### src/rtl/rd_ctrl_pkg.sv
// Shared types and encodings for the burst read controller.
// State enum plus tag-store, conflict and fetch command codes.
package rd_ctrl_pkg;

  typedef enum logic [3:0] {
    IDLE,
    LOOKUP,
    CHECK_CONFLICT,
    WAIT_CONFLICT,
    ALLOCATE,
    FETCH_REQ,
    WAIT_FETCH,
    STREAM,
    DRAIN
  } state_e;

  localparam logic [2:0] ACC_HIT        = 3'b001;
  localparam logic [2:0] ACC_MISS_CLEAN = 3'b000;
  localparam logic [2:0] ACC_MISS_DIRTY = 3'b100;

  localparam logic [1:0] CMD_LOOKUP  = 2'b00;
  localparam logic [1:0] CMD_ALLOC   = 2'b10;
  localparam logic [1:0] CMD_RELEASE = 2'b11;

  localparam logic [2:0] PS_IDLE  = 3'b000;
  localparam logic [2:0] PS_CHECK = 3'b001;
  localparam logic [2:0] PS_BUSY  = 3'b010;
  localparam logic [2:0] PS_DONE  = 3'b011;

  localparam logic [1:0] FCMD_FETCH    = 2'b01;
  localparam logic [1:0] FCMD_WB_FETCH = 2'b10;

endpackage

### src/rtl/rd_resp_tracker.sv
// Counts returned data beats for a burst and flags the final one.
// done also covers the cycle in which the final beat arrives.
module rd_resp_tracker #(
  parameter int len_w = 3
) (
  input  logic             clk,
  input  logic             rst_n,
  input  logic             start_i,
  input  logic [len_w-1:0] len_i,
  input  logic             rvalid_i,
  output logic             last_o,
  output logic             done_o
);

  localparam int CW = len_w + 1;
  localparam logic [CW-1:0] ONE = CW'(1);

  logic [CW-1:0] total_q;
  logic [CW-1:0] cnt_q;

  always_ff @(posedge clk or negedge rst_n) begin
    if (!rst_n) begin
      total_q <= '0;
      cnt_q   <= '0;
    end else if (start_i) begin
      total_q <= {1'b0, len_i} + ONE;
      cnt_q   <= '0;
    end else if (rvalid_i && cnt_q != total_q) begin
      cnt_q <= cnt_q + ONE;
    end
  end

  assign last_o = rvalid_i && (cnt_q == total_q - ONE);
  assign done_o = (cnt_q == total_q) || last_o;

endmodule

### src/rtl/rd_burst_ctrl.sv
// Burst read controller: tag lookup, conflict wait, line fetch,
// then streams up to two line segments out of the data memory.
module rd_burst_ctrl
  import rd_ctrl_pkg::*;
#(
  parameter int addr_width = 32,
  parameter int data_width = 32,
  parameter int list_depth = 4,
  parameter int list_width = 32,
  parameter int max_burst  = 8,
  localparam int tag_w = $clog2(list_depth),
  localparam int off_w = $clog2(list_width),
  localparam int len_w = $clog2(max_burst)
) (
  input  logic                  clk,
  input  logic                  rst_n,
  input  logic                  rd_valid,
  output logic                  rd_ready,
  input  logic [addr_width-1:0] rd_addr,
  input  logic [len_w-1:0]      rd_len,
  output logic [data_width-1:0] rd_data,
  output logic                  rd_data_valid,
  output logic                  rd_data_last,
  output logic                  acc_req,
  output logic [1:0]            acc_cmd,
  output logic [addr_width-1:0] acc_index,
  output logic [tag_w-1:0]      acc_tag,
  input  logic [2:0]            acc_status,
  input  logic [tag_w-1:0]      return_tag,
  output logic [2:0]            proc_status_r,
  output logic [addr_width-1:0] proc_addr_r,
  input  logic [2:0]            proc_status_w,
  input  logic [addr_width-1:0] proc_addr_w,
  output logic                  fetch_req,
  input  logic                  fetch_gnt,
  output logic [1:0]            fetch_cmd,
  output logic [tag_w-1:0]      fetch_tag,
  output logic [addr_width-1:0] fetch_addr,
  input  logic                  fetch_done,
  output logic                  mem_ren,
  input  logic                  mem_rready,
  output logic [tag_w+off_w-1:0] mem_raddr,
  input  logic [data_width-1:0] mem_rdata,
  input  logic                  mem_rdata_valid
);

  localparam int LW = addr_width - off_w;
  localparam logic [off_w-1:0] OFF_MAX = off_w'(list_width - 1);
  localparam logic [len_w:0]   BEAT_ONE = (len_w + 1)'(1);

  state_e            state_q;
  logic [LW-1:0]     line_q;
  logic [off_w-1:0]  off_q;
  logic [len_w:0]    beats_q;
  logic [tag_w-1:0]  tag_q;
  logic              seg_miss_q;
  logic              dirty_q;
  logic [1:0]        fcmd_q;

  logic [addr_width-1:0] idx;
  logic hs, last_beat, seg_end, conflict, trk_done;

  assign idx       = {line_q, {off_w{1'b0}}};
  assign hs        = (state_q == STREAM) && mem_rready;
  assign last_beat = (beats_q == BEAT_ONE);
  assign seg_end   = hs && (last_beat || off_q == OFF_MAX);
  assign conflict  = (proc_status_w == PS_CHECK || proc_status_w == PS_BUSY)
                  && (proc_addr_w == idx);

  rd_resp_tracker #(.len_w(len_w)) u_trk (
    .clk      (clk),
    .rst_n    (rst_n),
    .start_i  (state_q == IDLE && rd_valid),
    .len_i    (rd_len),
    .rvalid_i (mem_rdata_valid),
    .last_o   (rd_data_last),
    .done_o   (trk_done)
  );

  always_ff @(posedge clk or negedge rst_n) begin
    if (!rst_n) begin
      state_q    <= IDLE;
      line_q     <= '0;
      off_q      <= '0;
      beats_q    <= '0;
      tag_q      <= '0;
      seg_miss_q <= 1'b0;
      dirty_q    <= 1'b0;
      fcmd_q     <= '0;
    end else begin
      unique case (state_q)
        IDLE: if (rd_valid) begin
          line_q  <= rd_addr[addr_width-1:off_w];
          off_q   <= rd_addr[off_w-1:0];
          beats_q <= {1'b0, rd_len} + BEAT_ONE;
          state_q <= LOOKUP;
        end
        LOOKUP: begin
          if (acc_status == ACC_HIT) begin
            tag_q      <= return_tag;
            seg_miss_q <= 1'b0;
            state_q    <= STREAM;
          end else if (acc_status == ACC_MISS_CLEAN ||
                       acc_status == ACC_MISS_DIRTY) begin
            dirty_q <= (acc_status == ACC_MISS_DIRTY);
            state_q <= CHECK_CONFLICT;
          end
        end
        CHECK_CONFLICT:
          state_q <= conflict ? WAIT_CONFLICT : ALLOCATE;
        WAIT_CONFLICT:
          if (proc_status_w == PS_DONE) state_q <= LOOKUP;
        ALLOCATE: begin
          tag_q      <= return_tag;
          seg_miss_q <= 1'b1;
          fcmd_q     <= dirty_q ? FCMD_WB_FETCH : FCMD_FETCH;
          state_q    <= FETCH_REQ;
        end
        FETCH_REQ:
          if (fetch_gnt) state_q <= WAIT_FETCH;
        WAIT_FETCH:
          if (fetch_done) state_q <= STREAM;
        STREAM: if (hs) begin
          off_q   <= off_q + off_w'(1);
          beats_q <= beats_q - BEAT_ONE;
          if (seg_end) begin
            if (!last_beat) begin
              line_q  <= line_q + LW'(1);
              off_q   <= '0;
              state_q <= LOOKUP;
            end else begin
              state_q <= DRAIN;
            end
          end
        end
        DRAIN:
          if (trk_done) state_q <= IDLE;
        default: state_q <= IDLE;
      endcase
    end
  end

  assign rd_data       = mem_rdata;
  assign rd_data_valid = mem_rdata_valid;

  always_comb begin
    rd_ready      = 1'b0;
    acc_req       = 1'b0;
    acc_cmd       = 2'b00;
    acc_index     = '0;
    acc_tag       = '0;
    proc_status_r = PS_IDLE;
    fetch_req     = 1'b0;
    fetch_cmd     = 2'b00;
    fetch_tag     = '0;
    fetch_addr    = '0;
    mem_ren       = 1'b0;
    mem_raddr     = '0;
    unique case (state_q)
      IDLE: rd_ready = 1'b1;
      LOOKUP: begin
        acc_req   = 1'b1;
        acc_cmd   = CMD_LOOKUP;
        acc_index = idx;
      end
      CHECK_CONFLICT: proc_status_r = PS_CHECK;
      ALLOCATE: begin
        acc_req       = 1'b1;
        acc_cmd       = CMD_ALLOC;
        acc_index     = idx;
        proc_status_r = PS_BUSY;
      end
      FETCH_REQ: begin
        fetch_req     = 1'b1;
        fetch_cmd     = fcmd_q;
        fetch_tag     = tag_q;
        fetch_addr    = idx;
        proc_status_r = PS_BUSY;
      end
      WAIT_FETCH: proc_status_r = PS_BUSY;
      STREAM: begin
        mem_ren   = 1'b1;
        mem_raddr = {tag_q, off_q};
        if (seg_miss_q)
          proc_status_r = seg_end ? PS_DONE : PS_BUSY;
        if (seg_end) begin
          acc_req   = 1'b1;
          acc_cmd   = CMD_RELEASE;
          acc_index = idx;
          acc_tag   = tag_q;
        end
      end
      default: ;
    endcase
    proc_addr_r = (proc_status_r != PS_IDLE) ? idx : '0;
  end

endmodule

### config.mk
export PLATFORM = sky130hd
export DESIGN_NAME = rd_burst_ctrl
export DESIGN_NICKNAME = d
export VERILOG_FILES = /design/src/rtl/rd_ctrl_pkg.sv /design/src/rtl/rd_resp_tracker.sv /design/src/rtl/rd_burst_ctrl.sv
export SDC_FILE = /design/constraint.sdc
export NUM_CORES = 1
export LEC_CHECK = 0
export ABC_AREA = 1
export BUFFER_PORTS_ARGS = -buffer_cell sky130_fd_sc_hd__buf_2
export CORE_MARGIN = 4
export CORE_UTILIZATION = 40
export DETAILED_ROUTE_END_ITERATION = 10
export HOLD_SLACK_MARGIN = 0.05
export PLACE_DENSITY = 0.75
export SYNTH_ARGS = -nofsm -noshare
export SYNTH_HDL_FRONTEND = slang
export SYNTH_HIERARCHICAL = 1
export SYNTH_SLANG_ARGS = --single-unit
### constraint.sdc
create_clock -name clk -period 2.1 [get_ports clk]
set_input_delay 0.315 -clock clk [delete_from_list [all_inputs] [get_ports clk]]
set_output_delay 0.315 -clock clk [all_outputs]
set_load 0.05 [all_outputs]
# ---- After elaboration in Yosys (flattened, before gate mapping)
# Cells that the tools add are included.
dict set report op_classes {
  bitwise_logic 1
  n_eq_ne 29
  add_sub_neg 6
  n_mux 51
  reduce_logical 23
}
# operator count
set ops {}
lappend ops {{$mux W27} 4}
lappend ops {{$mux W32} 3}
lappend ops {{$pmux W32 S2} 1}
lappend ops {{$mux W4} 14}
lappend ops {{$pmux W27 S2} 1}
lappend ops {{$pmux W4 S9} 1}
lappend ops {{$eq A32 B32 Y1} 1}
lappend ops {{$add A27 B1 Y27 const B} 1}
lappend ops {{$mux W5} 4}
lappend ops {{$ne A2 B2 Y1 const B} 9}
lappend ops {{$eq A4 B3 Y1 const B} 4}
lappend ops {{$mux W2} 8}
lappend ops {{$pmux W5 S2} 1}
lappend ops {{$eq A4 B1 Y1 const B} 2}
lappend ops {{$eq A4 B2 Y1 const B} 2}
lappend ops {{$eq A4 B4 Y1} 2}
lappend ops {{$pmux W2 S2} 2}
lappend ops {{$pmux W4 S2} 1}
lappend ops {{$reduce_and A8 Y1} 1}
lappend ops {{$sub A4 B1 Y4 const B} 2}
lappend ops {{$mux W7} 1}
lappend ops {{$eq A3 B1 Y1 const B} 2}
lappend ops {{$eq A3 B2 Y1 const B} 2}
lappend ops {{$logic_and A1 B1 Y1} 6}
lappend ops {{other kinds (23)} 35}
dict set report word_totals {
  word_cells 120
  input_bits 114
  out_inout_bits 152
  regBits 54
}

# ---- Depth between registers and ports, before layout
dict set report depth {
  ltp_word 8
  mapped_depth 14
  ltp_nobuf 14
}

# ---- By module
# The synthesis kept the hierarchy.
# module seq_area_each_um2 instances area_each_um2 cells_per_inst
set modules_own_cells {}
lappend modules_own_cells {rd_burst_ctrl 1151.1 1 4648.2 741}
lappend modules_own_cells {rd_resp_tracker 200.2 1 579.3 77}

# ---- Worst setup path after synthesis
# No wires, ideal clock.
dict set report synth_timing {
  path_type {register to output}
  from {register off_q[1]}
  to {output port acc_index[19]}
  path_buffers 1
  setup_slack_ps -631
  path_stages_with_launch 12
  arrival_ps 2416
  required_ps 1785
  cell_sequence {dfrtp_1 -> ha_1 -> nand2_1 -> nor2_1 -> ha_1 -> inv_1 -> nand2_1 -> nand3_4 -> nand2_1 -> nor2_2 -> buf_2 -> nor2_1}
}
dict set report synth_between {
  elab_chain_len 5
}
# item line_no
set synth_lines {}
lappend synth_lines {{from (decl)} rd_burst_ctrl.sv:53} ;# logic [off_w-1:0] off_q;
lappend synth_lines {{from (signal assigned)} rd_burst_ctrl.sv:94} ;# off_q <= rd_addr[off_w-1:0];
lappend synth_lines {{from (signal assigned)} rd_burst_ctrl.sv:124} ;# off_q <= off_q + off_w'(1);
lappend synth_lines {{$eq A5 B5 Y1} rd_burst_ctrl.sv:66} ;# assign seg_end = hs && (last_beat || off_q == OFF_MAX);
lappend synth_lines {{$logic_or A1 B1 Y1} rd_burst_ctrl.sv:66}
lappend synth_lines {{$logic_and A1 B1 Y1} rd_burst_ctrl.sv:66}
lappend synth_lines {{$mux W32} rd_burst_ctrl.sv:186} ;# if (seg_end) begin
lappend synth_lines {{$pmux W32 S2} rd_burst_ctrl.sv:159} ;# unique case (state_q)
lappend synth_lines {{to (decl)} rd_burst_ctrl.sv:26} ;# output logic [addr_width-1:0] acc_index,
# Every way passes these cells.

# ---- Final worst setup path
dict set report layout_timing {
  from {register off_q[0]}
  to {output port proc_addr_r[8]}
}
dict set report layout_between {
  elab_chain_len 8
}
# item line_no
set layout_lines {}
lappend layout_lines {{$eq A5 B5 Y1} rd_burst_ctrl.sv:66}
lappend layout_lines {{$logic_or A1 B1 Y1} rd_burst_ctrl.sv:66}
lappend layout_lines {{$logic_and A1 B1 Y1} rd_burst_ctrl.sv:66}
lappend layout_lines {{$mux W1} rd_burst_ctrl.sv:185} ;# proc_status_r = seg_end ? PS_DONE : PS_BUSY;
lappend layout_lines {{$mux W2} rd_burst_ctrl.sv:184} ;# if (seg_miss_q)
lappend layout_lines {{$pmux W2 S3} rd_burst_ctrl.sv:159}
lappend layout_lines {{$reduce_bool A3 Y1} rd_burst_ctrl.sv:195} ;# proc_addr_r = (proc_status_r != PS_IDLE) ? idx : '0;
lappend layout_lines {{$mux W32} rd_burst_ctrl.sv:195}
lappend layout_lines {{to (decl)} rd_burst_ctrl.sv:31} ;# output logic [addr_width-1:0] proc_addr_r,
# Every way passes these cells.

==> flow_summary.toml <==
[global_routing]
grtUsageTotal_pct = 25.8
grt.overflow.total = 0
grt_max_degree = 38
first_global_vias = 6028
grt_pass1_wl_mm = 30.4
grt_antenna_before_repair = 3

[drt]
vias = 6119
drc = 0
antenna_left = 0
wire_per_inst_microns = 17.1
wirelength_mm = 20.6
dr.pass1.iters = 5
drt_iter0_drc = 445
routed_via_density = 5.08

[layout]
final_common_cell = "nand2_1"
mostFrequentLayoutCells = "nand2_1, inv_1, buf_2"
syn_to_final_growth_pct = 61.9
fill_cells = 1057
nNetsFinal = 1154
drive_gt1_share_pct = 44.9

[clocking]
cts-root-buf = "clkbuf_16"
cts.sinks = 54
clockBufferDepth = 2
cts_tree = "yes"
numCtsBuffers = 5
htree_levels = 2
clk_latency_ns = 0.30
cts.clk_slew.worst_paths_ns = 0.07

[sta]
setup_viol = 88
timing.fmax_mhz = 395
finalHoldViolations = 0
max_slew_margin_pct = 56.9
fin_crit_ns = 2.53
tightest_slew_ns = 0.646
rsz0062_at_grt = "true"
final_max_slew_viol_count = 0
hold_ws_ns = 0.232
min_period_over_period_pct = 120
finClkSkew_ns = 0.00883
setup_slack_ns = -0.430

[synthesis]
avgSynthCellArea_sq_um = 6.39
yosys.cell_types.count = 50
yosys_warnings = 6
synth-edff-count = 0
ys.flop_type = "dfrtp_1"
synthCells = 818
synthArstFlopShare_pct = 100
ys_seq_elements = 54
ys_seq_area_share_pct = 25.8
synthesis.area_sq_um = 5230

[critical_path]
timing.rr.start = "state_q[1]"
start_kind = "register"
critPathRequiredTime_ns = 1.78
regToRegSetupSlack_ns = 0.04
cp.arrival_ns = 2.22
startpoint = "off_q[0]"
timing.rr.end = "line_q[6]"
reg2reg_depth = 11
endpoint_kind = "primary output"
critPathMaxFanout = 17
critical_path_class = "reg -> out"

[outcome]
status = "finished with violations"
failed_checks = "negative setup slack"

[floorplanning]
rows = 41
die_h_microns = 122
initial_core_util_pct = 41.1
die_area_sq_um = 15000
die_w_microns = 122
core_sq_um = 12700
io_pins = 266

[place]
numPortBuffers = 185
gp_congestion = 0.871
hpwl_mm = 13.4
post-place-ws_ns = -0.286

[power]
p_leak_nw = 4.03
max-vdd-ir-drop_mv = 1.07
powerDensity_nw_per_um2 = 1850

[min_path]
hp-class = "in -> reg"
hold_end = "tag_q[1]"
worstHoldPathCells = 3
holdCritStartpoint = "return_tag[1]"

[run]
max_cap_violations = 0
==> repair_timing <==
| action | in CTS | in global routing |
|---|---|---|
| hold buffers | 1 | 0 |
| setup buffers | 13 | 17 |
| resized for setup | 250 | 74 |
| setup endpoints to repair | 108 | 120 |
| cloned | 5 | 2 |
| pin swaps | 6 | 10 |
| hold endpoints to repair | 22 | 0 |
==> where the power goes <==
group / leakage, nW / internal, mW / switching (mW)
registers: 0.641 / 1.56 / 0.728
clock network: 0.0694 / 0.434 / 0.412
logic: 3.32 / 4.75 / 7.80
==> critical path: stages, from the launching register on <==
cell and delay, ns:
dfrtp_1 0.39, ha_2 0.19, nand2_2 0.08, nor2_2 0.04, ha_2 0.16, inv_2 0.05
nand2_2 0.06, nand3_4 0.08, o21bai_4 0.06, or2_4 0.27, buf_12 0.17, nand2_2 0.09
clkinvlp_4 0.10, buf_8 0.16
==> Yosys cell counts (6+ instances only) <==
cell type	instances	area, sq um
nand3_1	40	200
xor2_1	13	114
nor3_1	16	80.1
nand4_1	14	87.6
dfrtp_1	54	1350
buf_2	11	55.1
nand2_1	188	706
nor2_1	136	510
buf_4	53	398
a21oi_1	19	95.1
o21ai_2	7	61.3
inv_1	121	454
o21ai_1	6	30.0
xnor2_1	16	140
clkbuf_1	8	30.0
o21ai_0	32	160
ha_1	9	113
==> per-stage QoR <==
step	power [mW]	utilization [%]	cell area (sq um)	TNS, ns	cells
2_1_floorplan	9.89	-	5890	-8.56	833
4_1_cts	14.8	63.5	8080	-21.78	1188
5_1_grt	16.6	66.5	8460	-30.48	1204
6_report	15.7	66.5	8460	-24.46	1205
3_3_place_gp	11.9	54.3	6910	-8.12	1163
3_5_place_dp	12.1	54.3	6910	-10.56	1163
==> flip-flops by register name, summed over array words and instances, names as in the netlist <==
signal         count
beats_q            4
dirty_q            1
fcmd_q             2
line_q            27
off_q              5
seg_miss_q         1
state_q            4
tag_q              2
u_trk/cnt_q        4
u_trk/total_q      4
==> per-layer routing <==
metal | global-route usage (%) | vias to the layer above | part of all wire [%]
li1 | - | 2898 | -
met1 | 30.6 | 2822 | 36
met2 | 46.8 | 332 | 51
met3 | 5.07 | 63 | 9.4
met4 | 7.70 | 4 | 3.3
met5 | 0 | - | 0.14
==> how the worst max path moves through the flow <==
stage | to | slack [ns] | cells past startpoint
6_report | proc_addr_r[8] | -0.43 | 13
5_1_grt | proc_addr_r[8] | -0.49 | 13
4_1_cts | proc_addr_r[21] | -0.40 | 13
3_5_place_dp | proc_addr_r[24] | -0.29 | 13
3_3_place_gp | proc_addr_r[26] | -0.21 | 13
2_1_floorplan | proc_addr_r[25] | -0.28 | 13
==> area by class of cell <==
class / count / area, sq um / area share, %
multi-input cells: 572 / 3530 / 41.7
repair inverters: 2 / 17.5 / 0.207
well taps: 172 / 215 / 2.54
diodes: 2 / 5.00 / 0.0591
flip-flops and latches: 54 / 1360 / 16.0
clock inverters: 2 / 10.0 / 0.118
repair buffers: 270 / 2610 / 30.8
clock buffers: 5 / 125 / 1.48
inverters: 126 / 598 / 7.07
==> kinds of logic after synthesis <==
| kind of cell | share of synthesized area [%] |
|---|---|
| compound gates | 12.4 |
| xor+xnor | 4.86 |
| fa+ha+maj | 2.15 |
| buf+inv | 19.9 |
| flops | 25.8 |
| mux | 0.215 |
| other cells | 0.0717 |
| simple gates | 34.6 |
Power figures use the tool's default switching activity.
